<file path="src/rtl/digit_scan_if.sv">
// Handshake/config bundle between a scan controller and the digit select sequencer.
interface digit_scan_if #(parameter int CNT_W = 16);
  logic             start;
  logic             stop;
  logic [CNT_W-1:0] dwell;
  logic [7:0]       mask;
  logic [2:0]       sel;
  logic             sel_en;
  logic             busy;
  logic             frame_done;

  modport master (
    output start, stop, dwell, mask,
    input  sel, sel_en, busy, frame_done
  );

  modport slave (
    input  start, stop, dwell, mask,
    output sel, sel_en, busy, frame_done
  );
endinterface

</file>
<file path="src/rtl/digit_scan_sequencer.sv">
// Steps a 3-8 decoder select through the enabled positions of a mask, with a
// programmable dwell per position and a decoder-disabled blanking gap between positions.
//
//   state  | meaning
//   IDLE   | not scanning, decoder disabled, sel parked at 0
//   BLANK  | decoder disabled while sel settles on the next position
//   ACTIVE | decoder enabled on sel for the latched dwell time
module digit_scan_sequencer #(
  parameter int CNT_W = 16,
  parameter int BLANK = 2
) (
  input logic        clk,
  input logic        rst_n,
  digit_scan_if.slave bus
);

  typedef enum logic [1:0] {
    ST_IDLE   = 2'd0,
    ST_BLANK  = 2'd1,
    ST_ACTIVE = 2'd2
  } state_t;

  localparam logic [CNT_W-1:0] BLANK_LOAD = CNT_W'(BLANK - 1);

  state_t           state_q, state_d;
  logic [CNT_W-1:0] cnt_q, cnt_d;
  logic [2:0]       sel_q, sel_d;
  logic             sel_en_q, sel_en_d;
  logic             busy_q, busy_d;
  logic             frame_done_q, frame_done_d;

  logic [CNT_W-1:0] dwell_load;
  logic [2:0]       first_pos;
  logic [2:0]       next_pos;

  function automatic logic [2:0] lowest_set(input logic [7:0] m);
    logic [2:0] r;
    r = 3'd0;
    for (int i = 7; i >= 0; i--) begin
      if (m[i]) r = 3'(i);
    end
    return r;
  endfunction

  // Scan from the far end back toward cur+1 so the nearest enabled position wins;
  // cur itself is the last resort, which covers a single-bit mask.
  function automatic logic [2:0] search_from(input logic [7:0] m, input logic [2:0] cur);
    logic [2:0] p;
    logic [2:0] r;
    r = cur;
    for (int k = 8; k >= 1; k--) begin
      p = cur + 3'(k);
      if (m[p]) r = p;
    end
    return r;
  endfunction

  always_comb begin
    dwell_load = (bus.dwell == '0) ? '0 : bus.dwell - 1'b1;
    first_pos  = lowest_set(bus.mask);
    next_pos   = search_from(bus.mask, sel_q);
  end

  always_comb begin
    state_d      = state_q;
    cnt_d        = cnt_q;
    sel_d        = sel_q;
    frame_done_d = 1'b0;

    case (state_q)
      ST_IDLE: begin
        if (bus.start && (bus.mask != 8'h00)) begin
          state_d = ST_BLANK;
          sel_d   = first_pos;
          cnt_d   = BLANK_LOAD;
        end
      end
      ST_BLANK: begin
        if (cnt_q == '0) begin
          state_d = ST_ACTIVE;
          cnt_d   = dwell_load;
        end else begin
          cnt_d = cnt_q - 1'b1;
        end
      end
      ST_ACTIVE: begin
        if (cnt_q == '0) begin
          if (bus.mask == 8'h00) begin
            state_d = ST_IDLE;
            sel_d   = 3'd0;
            cnt_d   = '0;
          end else begin
            state_d      = ST_BLANK;
            sel_d        = next_pos;
            cnt_d        = BLANK_LOAD;
            frame_done_d = (next_pos <= sel_q);
          end
        end else begin
          cnt_d = cnt_q - 1'b1;
        end
      end
      default: begin
        state_d = ST_IDLE;
        sel_d   = 3'd0;
        cnt_d   = '0;
      end
    endcase

    // Abort overrides everything, including a frame_done that would have fired.
    if (bus.stop) begin
      state_d      = ST_IDLE;
      sel_d        = 3'd0;
      cnt_d        = '0;
      frame_done_d = 1'b0;
    end

    sel_en_d = (state_d == ST_ACTIVE);
    busy_d   = (state_d != ST_IDLE);
  end

  always_ff @(posedge clk or negedge rst_n) begin
    if (!rst_n) begin
      state_q      <= ST_IDLE;
      cnt_q        <= '0;
      sel_q        <= 3'd0;
      sel_en_q     <= 1'b0;
      busy_q       <= 1'b0;
      frame_done_q <= 1'b0;
    end else begin
      state_q      <= state_d;
      cnt_q        <= cnt_d;
      sel_q        <= sel_d;
      sel_en_q     <= sel_en_d;
      busy_q       <= busy_d;
      frame_done_q <= frame_done_d;
    end
  end

  assign bus.sel        = sel_q;
  assign bus.sel_en     = sel_en_q;
  assign bus.busy       = busy_q;
  assign bus.frame_done = frame_done_q;

endmodule
</file>
<file path="src/flat_wrapper.sv">
// flat-port wrapper written by rule: the top's interface ports become plain ports
module digit_scan_sequencer_flat 
#(
  parameter int CNT_W = 16,
  parameter int BLANK = 2
)
  (clk, rst_n, bus_start, bus_stop, bus_dwell, bus_mask, bus_sel, bus_sel_en, bus_busy, bus_frame_done);
  digit_scan_if #(.CNT_W(CNT_W)) bus_i ();
  input logic clk;
  input logic rst_n;
  input wire logic [$bits(bus_i.start)-1:0] bus_start;
  input wire logic [$bits(bus_i.stop)-1:0] bus_stop;
  input wire logic [$bits(bus_i.dwell)-1:0] bus_dwell;
  input wire logic [$bits(bus_i.mask)-1:0] bus_mask;
  output wire logic [$bits(bus_i.sel)-1:0] bus_sel;
  output wire logic [$bits(bus_i.sel_en)-1:0] bus_sel_en;
  output wire logic [$bits(bus_i.busy)-1:0] bus_busy;
  output wire logic [$bits(bus_i.frame_done)-1:0] bus_frame_done;
  assign bus_i.start = bus_start;
  assign bus_i.stop = bus_stop;
  assign bus_i.dwell = bus_dwell;
  assign bus_i.mask = bus_mask;
  assign bus_sel = bus_i.sel;
  assign bus_sel_en = bus_i.sel_en;
  assign bus_busy = bus_i.busy;
  assign bus_frame_done = bus_i.frame_done;
  digit_scan_sequencer #(.CNT_W(CNT_W), .BLANK(BLANK)) u_core (.clk(clk), .rst_n(rst_n), .bus(bus_i));
endmodule
</file>
<file path="config.mk">
export PLATFORM = sky130hd
export DESIGN_NAME = digit_scan_sequencer_flat
export DESIGN_NICKNAME = d
export VERILOG_FILES = /design/src/rtl/digit_scan_if.sv /design/src/rtl/digit_scan_sequencer.sv /design/src/flat_wrapper.sv
export SDC_FILE = /design/constraint.sdc
export NUM_CORES = 1
export LEC_CHECK = 0
export ABC_AREA = 1
export CORE_MARGIN = 2
export CORE_UTILIZATION = 60
export CTS_CLUSTER_SIZE = 20
export DETAILED_ROUTE_END_ITERATION = 10
export GPL_TIMING_DRIVEN = 0
export PLACE_DENSITY = 0.86
export SYNTH_ARGS = -nofsm -noshare
export SYNTH_HDL_FRONTEND = slang
export SYNTH_SLANG_ARGS = --single-unit
</file>
<file path="constraint.sdc">
create_clock -name clk -period 6.4 [get_ports clk]
set_input_delay 1.28 -clock clk [delete_from_list [all_inputs] [get_ports clk]]
set_output_delay 1.28 -clock clk [all_outputs]
set_load 0.01 [all_outputs]
</file>
### Yosys cells after proc, flatten, opt, wreduce, memory -nomap -nowiden

Index checks and enable logic that the tools add are counted.

* logic and storage cells: 88
* output and inout bits: 6
* bits in registers: 24

* magnitude comparators: 8
* muxes and demuxes: 51
* equal/unequal tests: 6
* reduce and logical (&&, ||, !) cells: 8
* $add $sub $neg: 9

Operators with widths (number)
* two-way mux 16 bit: 5
* two-way mux 3 bit: 19
* one-hot mux 16 bit (3 select lines): 1
* logical NOT 16 bit: 2
* subtractor 16 x 1 -> 16 bit, second input constant: 2
* < comparator 3 x 4 -> 1 bit, second input constant: 7
* binary-select mux 1 bit (select 3 bit): 7
* two-way mux 1 bit: 13
* adder 3 bit, second input constant: 4
* one-hot mux 3 bit (3 select lines): 1
* logical NOT 8 bit: 1
* two-way mux 2 bit: 4
* nonzero test 8 bit: 1
* adder 3 x 2 -> 3 bit, second input constant: 2
* inequality test 3 x 2 -> 1 bit, second input constant: 2
* one-hot mux 2 bit (3 select lines): 1
* equality test 2 bit, second input constant: 2
* adder 3 x 1 -> 3 bit, second input constant: 1
* less-or-equal comparator 3 bit: 1
* AND reduction 3 bit: 1
* equality test 2 x 1 -> 1 bit, second input constant: 1
* logical NOT 2 bit: 1
* inequality test 2 bit, second input constant: 1
* nonzero test 2 bit: 1
* logical AND 1 bit: 1

### Logic depth before layout (Yosys ltp)

* depth after elaboration: 15
* depth in mapped cells: 21
* mapped depth without buffers: 20

### Worst setup path before layout

No wires, ideal clock.

* path type: in2reg
* start point: input port bus_mask[0]
* end point: register u_core.frame_done_q (netlist: u_core.bus.frame_done)
* path slack: 3.448 ns
* data arrival time: 2.827 ns
* path buffers: 0
* required time: 6.275 ns
* stages: 15
* path through: inv_1 -> o211ai_1 -> nand3_2 -> nand2_1 -> nand2_1 -> nand2_1 -> nand2_1 -> nand2_1 -> nand2_1 -> nand2_1 -> nand2_1 -> ha_1 -> a21oi_1 -> o21ai_0 -> a2111oi_0

* word-level cells in the longest chain between the ends: 14
* elaborated cells between the ends (all ways): 27
* those cells by class: 1 x order compare; 25 x mux; 1 x reduce/logical

RTL lines
* start, declared: RTL line flat_wrapper.sv:14 `input wire logic [$bits(bus_i.mask)-1:0] bus_mask;`
* binary-select mux 1 bit (select 3 bit): RTL line digit_scan_sequencer.sv:53 `if (m[p]) r = p;`
* two-way mux 1 bit (implied by the code): RTL line digit_scan_sequencer.sv:53
* two-way mux 3 bit (7 in series): RTL line digit_scan_sequencer.sv:53
* less-or-equal comparator 3 bit: RTL line digit_scan_sequencer.sv:96 `frame_done_d = (next_pos <= sel_q);`
* two-way mux 1 bit *: RTL line digit_scan_sequencer.sv:88 `if (bus.mask == 8'h00) begin`
* two-way mux 1 bit *: RTL line digit_scan_sequencer.sv:87 `if (cnt_q == '0) begin`
* two-way mux 1 bit *: RTL line digit_scan_sequencer.sv:70 `case (state_q)`
* two-way mux 1 bit *: RTL line digit_scan_sequencer.sv:110 `if (bus.stop) begin`
* net u_core.frame_done_d: RTL line digit_scan_sequencer.sv:30 `logic frame_done_q, frame_done_d;`
* end signal, assigned: RTL line digit_scan_sequencer.sv:135 `frame_done_q <= frame_done_d;`
* end, declared: RTL line digit_scan_sequencer.sv:30

The timed path passes the listed nets; every way through them passes the cells marked *. The select of a mux whose other input is x is not followed.
A chain may end at the register's enable or synchronous reset.

### Worst setup path in the final report

Ends and elaborated chain as after synthesis.

==> flow_summary.toml <==
[outcome]
status = "finished, final reports clean"

[placed_design]
routabilityCongestion = 0.9080
io_buffers = 32
dp_hpwl_mm = 5.134
place_inst = 479
dp_slack_ns = 2.562
postPlaceCellArea_um2 = 2944

[final_layout]
area_delta_synth_final_pct = 17.73
fin_util_pct = 74.31
stdcell_count = 483
drive_above_1_share_pct = 7.852
final_nets = 470
diodes = 0
stdcell_area_um2 = 3015

[sta]
maxSlewViolCount = 0
slew-limit-headroom_pct = 25.54
fin_ws_ns = 2.542
tightest_slew_ns = 1.113
rsz0062_at_grt = "no"
hold_viol = 0
skew_ns = 0.004967
fmax_ghz = 0.2592
setup_tns_ns = 0
period_minus_slack_ns = 3.858
finalSetupViolations = 0
period_share_pct = 60.29

[grt]
grt_max_degree = 25
track_usage_pct = 28.73
grt_pass1_vias = 2700
grt_pass1_wl_mm = 11.39
grt_overflow = 0
antenna_found_initial = 0

[critical_path]
cp-start-kind = "input pin"
rrSetupSlack_ns = 2.86
crit_chain = "clkdlybuf4s50_1 -> inv_1 -> o211ai_1 -> nand3_2 -> nand2_1 -> nand2_1 -> nand2_1 -> nand2_1 -> nand2_1 -> nand2_1 -> nand2_1 -> nand2_1 -> ha_1 -> a21oi_1 -> o21ai_0 -> a2111oi_0"
reg2reg_from = "u_core.bus.sel[0]$_DFFE_PN0P_"
critical-path-max-stage-delay_ns = 0.64
critPathSlowestCell = "a2111oi_0"
critPathKind = "input pin to flop"
critPathMaxFanout = 4
crit_top_cell = "nand2_1"
crit_start = "bus_mask[0]"
r2r_end = "u_core.bus.frame_done$_DFF_PN0_"
crit_end = "u_core.bus.frame_done$_DFF_PN0_"
reg2reg_depth = 18
cp_data_arrival_time_ns = 3.96
cp-end-kind = "flop"
required_ns = 6.50

[synth]
ys_seq_area_share_pct = 23.45
synth_flop_cell = "dfrtp_1"
async_reset_ff_share_pct = 100.0
avgSynthCellArea_um2 = 6.451
synthMostInstantiatedCell = "nand2_1"
synth_area_leaders = "dfrtp_1 (23%), nand2_1 (15%), nand3_1 (9.4%)"
yosysWarnings = 0
synth_seq_cells = 24
netlist_area_um2 = 2561
yosysTopAreaCell = "dfrtp_1"
yosys-top-cells-count = "nand2_1 (100), inv_1 (57), nand3_1 (48), nor2_1 (41), dfrtp_1 (24)"
synth_top_area_share_pct = 23.45
synth-edff-count = 0
netlist_instances = 397
yosysUniqueCellTypes = 37
synthesis.nets = 433

[drt]
drtAntennaViolNets = 0
avgViaCountPerCell = 5.756
drt_wl_total_mm = 6.653
firstDrtPassIters = 5
vias = 2780
drtIter0Drc = 238
routedWlPerCell_um = 13.77
drc = 0

[hold_path]
min_path_type = "flop to flop"
whs_path_depth = 2

[clock_network]
cts_sinks = 24
clk_pin_slew_ns = 0.09
clk_latency_ns = 0.27
post_cts_resized = 0
cts-htree-levels = 1
cts_tree = "yes"
cts_setup_buffers = 0
clockBufferDepth = 2
cts_hold_buf = 0
cts-root-buf = "clkbuf_8"
numCtsBuffers = 3

[floorplanning]
core_um2 = 4058
die_area_um2 = 4807
initial_core_util_pct = 63.12
num_io_pins = 34
rows = 23
die_h_um = 69.34
die_x_um = 69.34

[flow_run]
drv_cap = 0

[power]
p_leak_nw = 1.522
peakVddDrop_v = 0.0003475
power_density_nw_per_um2 = 615.3
cell families (layout without fill, tap and decap cells):
kind of cell | count (synthesis) | count (layout) | share of synthesized area (%)
adders and majority gates | 8 | 8 | 3.908
DFF | 24 | 24 | 23.45
buffers and inverters | 68 | 104 | 10.94
and+or+nand+nor | 209 | 209 | 36.69
AOI/OAI and AO/OA | 63 | 63 | 16.46
xor gates and xnor gates | 25 | 25 | 8.549
area by class of cell:
cell class,instances,area [um^2]
flip-flops and latches,24,600.6
plain buffers,7,46.29
fillers,340,1042
inverters,61,234.0
clock inverters,1,30.03
multi-input cells,305,1680
clock buffers,3,41.29
repair buffers,32,320.3
well taps,50,62.56
critical path, delay by kind of cell:
kind | cells | cell delay, ns
and+or+nand+nor | 9 | 0.58
adders and majority gates | 1 | 0.31
buffers and inverters | 2 | 0.61
AOI/OAI and AO/OA | 4 | 1.18
placed cells by master (no fill, tap or decap), drive strengths merged, types with 2 or more instances in the layout:
master,count
o21ai,23
clkdlybuf4s50,32
buf,6
nand3,52
xor2,20
dfrtp,24
inv,60
a22o,7
nand2,102
nand4,2
xnor2,5
o211ai,2
nor3,3
o22ai,12
clkbuf,4
a31oi,3
a21oi,13
nor4,2
ha,8
nor2,45
sequential cells by signal, summed over array words and instances (netlist names):
| register | cells |
|---|---|
| u_core.bus.busy | 1 |
| u_core.bus.frame_done | 1 |
| u_core.bus.sel | 3 |
| u_core.bus.sel_en | 1 |
| u_core.cnt_q | 16 |
| u_core.state_q | 2 |
power breakdown:
part	leakage, nW	switching, W	internal, W
Sequential	0.327	0.0000597	0.000211
Clock	0.0357	0.0000528	0.0000837
Combinational	1.16	0.000888	0.000560
Total	1.52	0.00100	0.000855
metal layers:
metal	global-route usage [%]	vias up	routed length, um
li1	-	1370	-
met1	32.76	1255	2662
met2	52.24	129	3334
met3	3.488	26	404
met4	14.60	0	251
met5	0	-	0
worst min path at each step:
stage,startpoint,end
final,u_core.cnt_q[1]$_DFFE_PN0P_,u_core.cnt_q[1]$_DFFE_PN0P_
after floorplan,u_core.cnt_q[14]$_DFFE_PN0P_,u_core.cnt_q[14]$_DFFE_PN0P_
after detailed placement,u_core.cnt_q[14]$_DFFE_PN0P_,u_core.cnt_q[14]$_DFFE_PN0P_
after CTS,u_core.cnt_q[1]$_DFFE_PN0P_,u_core.cnt_q[1]$_DFFE_PN0P_
after global routing,u_core.cnt_q[3]$_DFFE_PN0P_,u_core.cnt_q[3]$_DFFE_PN0P_
after global placement,u_core.cnt_q[14]$_DFFE_PN0P_,u_core.cnt_q[14]$_DFFE_PN0P_
stage by stage:
step | total power (W) | hold WS (ns)
2_1_floorplan | 0.001382 | 0.5173
3_3_place_gp | 0.001611 | 0.5510
3_5_place_dp | 0.001671 | 0.5540
4_1_cts | 0.001827 | 0.5741
5_1_grt | 0.002020 | 0.6229
6_report | 0.001855 | 0.5723
No activity file was read; power rests on OpenSTA's default activity.
